===== config.mk =====
export PLATFORM = sky130hd
export DESIGN_NAME = uart_tx_arbiter
export DESIGN_NICKNAME = d
export VERILOG_FILES = /design/src/rtl/uart_pkg.sv /design/src/rtl/uart_tx_arbiter_rr_pick.sv /design/src/rtl/uart_tx_arbiter.sv
export SDC_FILE = /design/constraint.sdc
export NUM_CORES = 1
export LEC_CHECK = 0
export CORE_UTILIZATION = 36
export CTS_CLUSTER_SIZE = 8
export DETAILED_ROUTE_END_ITERATION = 16
export DONT_BUFFER_PORTS = 1
export PLACE_DENSITY_LB_ADDON = 0.25
export SYNTH_ARGS = -nofsm -noshare
export SYNTH_HDL_FRONTEND = slang
export SYNTH_SLANG_ARGS = --single-unit

===== constraint.sdc =====
create_clock -name i_clk -period 2.64 [get_ports i_clk]
set_input_delay 0.528 -clock i_clk [delete_from_list [all_inputs] [get_ports i_clk]]
set_output_delay 0.528 -clock i_clk [all_outputs]
set_load 0.02 [all_outputs]

===== src/rtl/uart_pkg.sv =====
// Shared definitions for the UART transmit arbiter.
//   UART_BYTE_W : width of one UART payload byte.
//   arb_state_t : arbiter FSM state encoding, also exported on the debug port.
package uart_pkg;

  localparam int UART_BYTE_W = 8;

  typedef enum logic [2:0] {
    ST_IDLE      = 3'd0,
    ST_LOAD      = 3'd1,
    ST_START     = 3'd2,
    ST_WAIT_DONE = 3'd3,
    ST_GAP       = 3'd4
  } arb_state_t;

endpackage


===== src/rtl/uart_tx_arbiter_rr_pick.sv =====
// rr_pick: combinational round-robin picker.
//   req [NUM_REQ-1:0] : request vector
//   ptr [IDX_W-1:0]   : highest-priority index for this pick
//   any               : at least one request is set
//   idx [IDX_W-1:0]   : first set request at or after ptr, wrapping
module rr_pick
  import uart_pkg::*;
#(
  parameter  int NUM_REQ = 4,
  localparam int IDX_W   = $clog2(NUM_REQ)
) (
  input  logic [NUM_REQ-1:0] req,
  input  logic [IDX_W-1:0]   ptr,
  output logic               any,
  output logic [IDX_W-1:0]   idx
);

  logic [IDX_W-1:0] cand;

  // Walk outward from ptr; the first hit wins and later hits are ignored.
  always_comb begin
    any  = 1'b0;
    idx  = '0;
    cand = '0;
    for (int i = 0; i < NUM_REQ; i++) begin
      cand = IDX_W'((int'(ptr) + i) % NUM_REQ);
      if (!any && req[cand]) begin
        any = 1'b1;
        idx = cand;
      end
    end
  end

endmodule


===== src/rtl/uart_tx_arbiter.sv =====
// uart_tx_arbiter: round-robin arbiter/sequencer sharing one UART TX core
// among NUM_REQ byte sources.
//
// Ports:
//   i_clk, i_rst_n        clock, synchronous active-low reset
//   i_req_valid/i_req_data per-requester byte offer (byte k at [8k+7:8k])
//   o_req_ready           one-hot single-cycle capture pulse to the winner
//   o_tx_start/o_tx_data  start pulse and latched byte to the UART core
//   i_tx_busy/i_tx_done   UART core status
//   o_grant_id            index of the current/last winner
//   o_busy                high in every state except IDLE
//   o_err_timeout         sticky watchdog flag (only with UART_ARB_TIMEOUT_EN)
//   o_dbg_state           current FSM state
//
// Handshake: a requester holds i_req_valid[k] with stable data until it sees
// o_req_ready[k]; the byte is captured in that same cycle. Dropping valid
// before ready is a withdrawal and is allowed.
//
// Optional feature: define UART_ARB_TIMEOUT_EN to add a WAIT_DONE watchdog.
module uart_tx_arbiter
  import uart_pkg::*;
#(
  parameter  int NUM_REQ     = 4,
  parameter  int GAP_CYC     = 0,
  parameter  int TIMEOUT_CYC = 200000,
  localparam int IDX_W       = $clog2(NUM_REQ)
) (
  input  logic                           i_clk,
  input  logic                           i_rst_n,
  input  logic [NUM_REQ-1:0]             i_req_valid,
  input  logic [UART_BYTE_W*NUM_REQ-1:0] i_req_data,
  output logic [NUM_REQ-1:0]             o_req_ready,
  output logic                           o_tx_start,
  output logic [UART_BYTE_W-1:0]         o_tx_data,
  input  logic                           i_tx_busy,
  input  logic                           i_tx_done,
  output logic [IDX_W-1:0]               o_grant_id,
  output logic                           o_busy,
`ifdef UART_ARB_TIMEOUT_EN
  output logic                           o_err_timeout,
`endif
  output arb_state_t                     o_dbg_state
);

  if (NUM_REQ < 2 || NUM_REQ > 8 || GAP_CYC < 0 || TIMEOUT_CYC < 1) begin : g_bad_param
    $error("uart_tx_arbiter: parameter out of range");
  end

  // One counter serves both the inter-frame gap and the watchdog; the two
  // never run at the same time.
`ifdef UART_ARB_TIMEOUT_EN
  localparam int CNT_MAX = (GAP_CYC > TIMEOUT_CYC) ? GAP_CYC : TIMEOUT_CYC;
`else
  localparam int CNT_MAX = GAP_CYC;
`endif
  localparam int CNT_W = (CNT_MAX < 1) ? 1 : $clog2(CNT_MAX + 1);

  arb_state_t             state;
  logic [IDX_W-1:0]       ptr;
  logic [IDX_W-1:0]       ptr_next;
  logic [CNT_W-1:0]       cnt;
  logic                   pick_any;
  logic [IDX_W-1:0]       pick_idx;
  logic [UART_BYTE_W-1:0] sel_byte;
  logic                   grant_valid;

  rr_pick #(.NUM_REQ(NUM_REQ)) u_pick (
    .req (i_req_valid),
    .ptr (ptr),
    .any (pick_any),
    .idx (pick_idx)
  );

  always_comb begin
    sel_byte = '0;
    for (int k = 0; k < NUM_REQ; k++) begin
      if (o_grant_id == IDX_W'(k)) sel_byte = i_req_data[k*UART_BYTE_W +: UART_BYTE_W];
    end
  end

  // Ready and start are decodes of the registered state gated by the
  // handshake input of the same cycle: a withdrawal in LOAD must suppress
  // ready, and start must fire in the first cycle the core reports idle.
  always_comb begin
    o_req_ready = '0;
    if (state == ST_LOAD) begin
      for (int k = 0; k < NUM_REQ; k++) begin
        o_req_ready[k] = (o_grant_id == IDX_W'(k)) && i_req_valid[k];
      end
    end
  end

  assign grant_valid = |o_req_ready;
  assign o_tx_start  = (state == ST_START) && !i_tx_busy;
  assign o_busy      = (state != ST_IDLE);
  assign o_dbg_state = state;
  assign ptr_next    = (o_grant_id == IDX_W'(NUM_REQ - 1)) ? '0 : o_grant_id + 1'b1;

  always_ff @(posedge i_clk) begin
    if (!i_rst_n) begin
      state      <= ST_IDLE;
      ptr        <= '0;
      o_grant_id <= '0;
      o_tx_data  <= '0;
      cnt        <= '0;
`ifdef UART_ARB_TIMEOUT_EN
      o_err_timeout <= 1'b0;
`endif
    end else begin
      case (state)
        ST_IDLE: begin
          if (pick_any) begin
            o_grant_id <= pick_idx;
            state      <= ST_LOAD;
          end
        end
        ST_LOAD: begin
          // Pointer advances past the winner even on withdrawal so a
          // flapping requester cannot hog the head of the rotation.
          ptr <= ptr_next;
          if (grant_valid) begin
            o_tx_data <= sel_byte;
            state     <= ST_START;
          end else begin
            state <= ST_IDLE;
          end
        end
        ST_START: begin
          if (!i_tx_busy) begin
            state <= ST_WAIT_DONE;
            cnt   <= '0;
          end
        end
        ST_WAIT_DONE: begin
          if (i_tx_done) begin
            if (GAP_CYC == 0) begin
              state <= ST_IDLE;
            end else begin
              state <= ST_GAP;
              cnt   <= '0;
            end
          end
`ifdef UART_ARB_TIMEOUT_EN
          else if (cnt == CNT_W'(TIMEOUT_CYC - 1)) begin
            o_err_timeout <= 1'b1;
            state         <= ST_IDLE;
          end else begin
            cnt <= cnt + 1'b1;
          end
`endif
        end
        ST_GAP: begin
          if (cnt == CNT_W'(GAP_CYC - 1)) state <= ST_IDLE;
          else                             cnt   <= cnt + 1'b1;
        end
        default: state <= ST_IDLE;
      endcase
    end
  end

endmodule


# --- After elaboration in Yosys (flattened, before gate mapping) ---
# Cells that the tools add are included.
totals:
  word_cells: 77
  reg_bits: 16
  in_bits: 40
classes:
  muxes: 31
  eq_ne: 11
  reduce_logical: 21
  magnitude_cmp: 4
  addsub: 5
op_table:
  columns: ["operator", "count"]
  rows:
  - ["8-bit 2-to-1 mux", 4]
  - ["3-bit case mux with 5 select lines", 1]
  - ["2-bit by 3-bit less-than comparator with 1-bit output, second input constant", 4]
  - ["2-bit 2-to-1 mux", 6]
  - ["3-bit 2-to-1 mux", 4]
  - ["1-bit 2-to-1 mux", 10]
  - ["1-bit binary-select mux with 2-bit select", 4]
  - ["1-bit logical AND", 8]
  - ["2-bit inequality test, second input constant", 4]
  - ["3-bit by 2-bit == test with 1-bit output, second input constant", 2]
  - ["2-bit AND reduction", 3]
  - ["2-bit by 1-bit adder with 2-bit output, second input constant", 2]
  - ["2-bit adder, second input constant", 2]
  - ["2-bit == test, second input constant", 2]
  - ["1-bit logical NOT", 4]
  - ["4-bit 2-to-1 mux", 1]
  - ["4-bit AND reduction", 1]
  - ["4-bit OR reduction", 1]
  - ["3-bit by 1-bit == test with 1-bit output, second input constant", 1]
  - ["3-bit == test, second input constant", 1]
  - ["3-bit logical NOT", 1]
  - ["3-bit nonzero test", 1]
  - ["2-bit by 1-bit == test with 1-bit output, second input constant", 1]
  - ["2-bit logical NOT", 1]
  - ["3 further kinds", 3]

# --- Longest topological paths before layout ---
logic_depth:
  depth_word: 14
  mapped_depth: 8
  ltp_nobuf: 6

# --- Modules after synthesis ---
# Synthesis repeated with hierarchy kept, for this count alone.
unflattened:
  cells_unflattened: 136
  hier_area_um2: 1039.7
modules_own_cells:
  columns: ["mod", "n_inst", "cells_each", "area_per_inst_um2", "seq_area_each_um2"]
  rows:
  - ["uart_tx_arbiter", 1, 121, 962.2, 280.3]
  - ["rr_pick", 1, 15, 77.6, 0.0]

# --- Worst setup path before layout ---
# No wires, ideal clock.
synth_path:
  kind: "reg2reg"
  from: "register o_grant_id[0]"
  to: "register o_tx_data[0]"
  t_required_ns: 2.511
  setup_slack_ns: 0.836
  stages_incl_launch_ff: 7
  path_buffers: 1
  t_arrival_ns: 1.674
  path_cell_list: "dfxtp_1 -> inv_1 -> ha_1 -> or2_2 -> buf_1 -> a221oi_1 -> o31ai_4"
synth_between:
  elab_chain_len: 5
synth_lines:
  columns: ["item", "line_no", "source"]
  rows:
  - ["from (decl)", "uart_tx_arbiter.sv:37", "output logic [IDX_W-1:0] o_grant_id,"]
  - ["from (signal assigned)", "uart_tx_arbiter.sv:113", "o_grant_id <= pick_idx;"]
  - ["2-bit by 1-bit == test with 1-bit output, or another cell as far along", "uart_tx_arbiter.sv:77, uart_tx_arbiter.sv:88", null]
  - ["1-bit logical AND or 8-bit 2-to-1 mux (tied branches)", "uart_tx_arbiter.sv:88, uart_tx_arbiter.sv:77", null]
  - ["4-bit 2-to-1 mux or 8-bit 2-to-1 mux (tied branches)", "uart_tx_arbiter.sv:86, uart_tx_arbiter.sv:77", null]
  - ["4-bit OR reduction or 8-bit 2-to-1 mux (tied branches)", "uart_tx_arbiter.sv:93, uart_tx_arbiter.sv:77", null]
  - ["2-bit AND reduction (no source line) or 8-bit 2-to-1 mux (tied branches)", null, null]
  - ["to (signal assigned)", "uart_tx_arbiter.sv:122", "o_tx_data <= sel_byte;"]
  - ["to (decl)", "uart_tx_arbiter.sv:34", "output logic [UART_BYTE_W-1:0] o_tx_data,"]
# Several ways; a longest one is shown, not always the timed one.
# A chain may end at the register's enable or synchronous reset.

# --- Final worst setup path ---
layout_path:
  from: "register o_grant_id[0]"
  to: "output port o_req_ready[1]"
layout_between:
  elab_chain_len: 3
layout_lines:
  columns: ["item", "line_no", "source"]
  rows:
  - ["2-bit by 1-bit == test with 1-bit output", "uart_tx_arbiter.sv:88", "o_req_ready[k] = (o_grant_id == IDX_W'(k)) && i_req_valid[k];"]
  - ["1-bit logical AND", "uart_tx_arbiter.sv:88", null]
  - ["4-bit 2-to-1 mux", "uart_tx_arbiter.sv:86", "if (state == ST_LOAD) begin"]
  - ["to (decl)", "uart_tx_arbiter.sv:32", "output logic [NUM_REQ-1:0] o_req_ready,"]
# No other way between the ends.

==> metrics.md <==
| Metric | Value |
|---|---|
| Status | completed |
| Largest net degree at the start of global routing | 25 |
| RR Endpoint | o_tx_data[0] |
| Final Hold Fails | 0 |
| Row cnt | 18 |
| CTS root buffer | clkbuf_4 |
| Depth of the most critical reg-to-reg path | 5 |
| CP Launch Type | flop |
| Routed vias | 868 |
| Syn Inst Count | between 100 and 150 |
| CP endpoint kind | primary output |
| PostCTS Resize Cnt | 0 |
| Crit-path max FO | 11 |
| Mapped Avg Cell Area | 8.409 µm² |
| Clock-pin slew on the worst setup and hold paths | 0.09 ns |
| Minimum clock period | 2.304 ns |
| Cts bufs inserted | 3 |
| Yosys Warn Count | 0 |
| Hold Path Sink | ptr[0] |
| Die area | between 2000 and 3000 µm² |
| Setup CP Type | flop to primary output |
| Worst-Skew Late Latency | between 0.2 and 0.3 ns |
| Fillers | 271 |
| Max_slew headroom | 54.90% |
| RSZ-0062 raised after global routing | false |
| Routability congestion estimate | 0.8044 |
| Worst Skew | roughly 0.006 ns |
| GRT Overall Usage | roughly 18% |
| Post-route ant nets | 0 |
| Primary FF master, synth | dfxtp_1 |
| HP Start | i_rst_n |
| Most frequent cells in the layout | dfxtp_1 (14), nand2_1 (12), nor2_1 (9), o221ai_1 (9), o31ai_1 (8) |
| Setup TNS | 0 ns |
| 1st-iter DRT viols | 28 |
| Post-Route WL | 2.357 mm |
| LEAKAGE | 0.3292 nW |
| Nets@finish | ~150 |
| CTS HTree Levels | 1 |
| Max-slew violations | 0 |
| Power Density | 601.3 nW/µm² |
| FF-to-FF setup slack | 0.62 ns |
| Commonest non-fill, non-tap cell in the layout | dfxtp_1 |
| Seq/Total Area, Yosys | 30.03% |
| # IOs | 59 |
| DRC | 0 |
| Core area | 2455 µm² |
| R2r startpoint | o_grant_id[0] |
| Number of global-route vias before repair | just under 900 |
| Final period utilization | 87.29% |
| Worst-Margin Slew | 0.6750 ns |
| Clk sink count | 14 |
| Worst EP arrival | 1.78 ns |
| Utilization after layout | 38.53% |
| Post-synthesis register bit count | 14 |
| Cts hold-fix bufs | 0 |
| Buffer levels on the longest clock path | 2 |
| Clock tree from TritonCTS | yes |
| Cell area after synthesis | 933.4 µm² |
| Worst VDD drop | 0.3258 mV |
| Hpwl dp | around 1.8 mm |
| Die height | 52.92 µm |
| Post-synth EDFFs | 0 |
| Synthesis-to-finish area growth | 1.340% |
| Setup violations, final | 0 |
| Placed Instance Area | 909.6 µm² |
| First-pass GRT wire length | 3.663 mm |
| Initial core utilization | 38.02% |
| Die width | 52.92 µm |
| Ys async rst share | 0% |
| Post-Layout Inst Area | 945.9 µm² |
| Diode count | 0 |
| Average wire per standard cell | 17.20 µm |
| Grt ovf | 0 |
| Vias per inst | 6.336 |
| Worst endpoint required time | about 2.1 ns |
| Drt pass-1 iters | 4 |
| Worst hold-check path type | input pin to flop |
| Syn nets | about 160 |
| # port buffers | 0 |
| Max Freq | around 430 MHz |
| Share of layout cells above drive strength 1 | 8.411% |
| Hold path depth | 1 |
| Post-CTS Setup Bufs | 0 |
| Yosys cell types | 36 |
| Antenna violations before repair | 0 |
| Max-Cap Viols | 0 |
==> registers in the layout (all words and copies together) (netlist names) <==
name and cells:
o_dbg_state 2, o_grant_id 2, o_tx_data 8, ptr 2
==> worst max-delay path, stage by stage, from the launching register on <==
cell and delay (ns):
dfxtp_1 0.55, ha_1 0.45, nand2_1 0.12, nor2_1 0.37
==> power by group <==
part	total, W	internal [W]	switching, W	leakage (nW)
clock network	0.000160	0.0000840	0.0000761	0.0210
logic	0.000138	0.0000557	0.0000819	0.194
registers	0.000271	0.000231	0.0000405	0.114
==> worst max-delay path by stage <==
| stage | from | endpoint | slack, ns | depth (start not counted) |
|---|---|---|---|---|
| finish | o_grant_id[0] | o_req_ready[1] | 0.34 | 3 |
| detailed placement | o_grant_id[0] | o_tx_data[0] | 0.62 | 5 |
| global placement | o_grant_id[0] | o_tx_data[0] | 0.65 | 5 |
| floorplan | o_grant_id[0] | o_tx_data[0] | 0.84 | 6 |
| global route | o_grant_id[0] | o_req_ready[1] | 0.18 | 3 |
| CTS | o_grant_id[0] | o_req_ready[1] | 0.33 | 3 |
==> synthesized netlist by cell type, drive strengths merged, types with 3 or more instances <==
master	count	area share, %
a221oi	7	6.6
buf	7	6.2
dfxtp	14	30
ha	4	5.4
inv	4	1.6
nand2	12	4.8
nand3	8	4.8
nor2	9	3.6
nor2b	3	2.0
o21ai	3	1.6
o221ai	9	8.4
o22ai	3	2.0
o31ai	9	8.7
==> kinds of logic after synthesis <==
logic type | after synthesis | share of synthesized area, %
and+or+nand+nor | 40 | 20.91
AOI/OAI and AO/OA | 37 | 32.44
DFF | 14 | 30.03
buffers and inverters | 13 | 8.577
adders and majority gates | 4 | 5.362
muxes | 2 | 2.279
other | 1 | 0.4018
==> layout make-up <==
class                   instances  area (µm²)  share of cell area, %
clock buffers                   4       36.28                  3.836
multi-input cells              84       573.1                  60.58
well taps                      30       37.54                  3.968
flip-flops and latches         14       280.3                  29.63
inverters                       5       18.77                  1.984
==> metal layers <==
layer	global-route usage [%]	wire length, µm
met5	0	0
met4	7.456	48
met3	11.21	350
met2	29.54	1054
met1	18.87	902
==> per-stage QoR <==
| stage | hold slack [ns] | setup WS (ns) | power, W | instances |
|---|---|---|---|---|
| final | 0.3695 | 0.3356 | 0.0005688 | 137 |
| after global routing | 0.3565 | 0.1814 | 0.0006088 | 137 |
| after CTS | 0.3594 | 0.3338 | 0.0005770 | 137 |
| after detailed placement | 0.5704 | 0.6172 | 0.0004153 | 133 |
| after global placement | 0.5586 | 0.6451 | 0.0004113 | 133 |
| after floorplan | 0.5377 | 0.8362 | 0.0004057 | 111 |
(Power assumes the default switching activity.)
==> patch, RTL diff (same settings) <==
Build with the macro `UART_ARB_TIMEOUT_EN` defined.
--- a/src/rtl/uart_tx_arbiter.sv
+++ b/src/rtl/uart_tx_arbiter.sv
@@ -17,6 +17,8 @@
 // before ready is a withdrawal and is allowed.
 //
 // Optional feature: define UART_ARB_TIMEOUT_EN to add a WAIT_DONE watchdog.
+`define UART_ARB_TIMEOUT_EN
+
 module uart_tx_arbiter
   import uart_pkg::*;
 #(
Behaviour (old outputs only; new: o_err_timeout): same outputs for any inputs over 4 cycles, from zero or initial values and one cycle with i_rst_n low; that may be too few to reach the edited logic, so the function may still have changed.
==> patch against the unedited design <==
Sequential cell count grew 19. First-iteration DRC count grew to 4.4 times the old value. Critical path depth is the same. Worst setup slack lost 110 ps. Non-clock buffer count grew 6. Cell area grew 130%. Area after synthesis grew 120%. Worst hold slack is essentially flat. Clock skew grew 3.1 ps. Wire length grew 110%. Power grew 110%.
==> patch: results <==
[yosys]
syn_area_per_cell_um2 = 8.09
synth_common_cells = "dfxtp_1 (33), nand2_1 (28), a21oi_1 (19)"
synth_area_leaders = "dfxtp_1 (32%), nand2_1 (5.1%), a21oi_1 (4.6%), or4_1 (3.7%), a211o_1 (3.4%)"
syn_nets = 298
synth_cell_types = 47

[worst_setup_path]
r2r_end = "cnt[15]"
cp_slowest_cell = "ha_1"
r2r_setup_slack_ps = 500
slowest_delay_ps = 580

[global_route]
grt_pass1_vias = 1615
use_met1 = 0.217
grtUsageTotal = 0.166
use_met3 = 0.0553
grt_max_degree = 19

[route]
routed_wl_um = 4880
vias = 1870
dr_wl_met3_um = 288

[placement]
place_congestion = 0.791
hpwl_um = 3610

[finish]
multi_input_gates = 190
inv_count = 13
drive_above_1_share = 0.0760
seq_area_um2 = 661
nFillCells = 581
multi_input_comb_area_um2 = 1260

[cts]
clock_sinks = 33
clk_pin_slew_ps = 70
cts-htree-levels = 2

[timing]
holdWs_ps = 369

[pwr]
leakage_nw = 0.787

[run_status]
status = "completed"

[worst_hold_path]
hold_end = "o_dbg_state[1]"
==> patch: cell types whose count changed after synthesis, sizes merged, moves of 9 or more <==
cell	unedited run	this run
a21oi	0	19
or4	0	10
inv	4	13
dfxtp	14	33
nand2	12	28
a31oi	0	10
clkbuf	1	11
==> patch: logic make-up after synthesis <==
family | share of synthesized area
compound gates | 0.264
xor+xnor | 0.00428
fa+ha+maj | 0.0306
buf+inv | 0.0624
flops | 0.323
mux | 0.0355
other cells | 0.00183
simple gates | 0.278
==> patch: power by group through the flow <==
stage | Combinational (W) | Clock [W] | Sequential [W]
after CTS | 0.000255 | 0.000376 | 0.000583
final | 0.000255 | 0.000364 | 0.000583
after floorplan | 0.000201 | 0 | 0.000591
after global placement | 0.000252 | 0 | 0.000594
after detailed placement | 0.000253 | 0 | 0.000595
after global routing | 0.000282 | 0.000400 | 0.000588
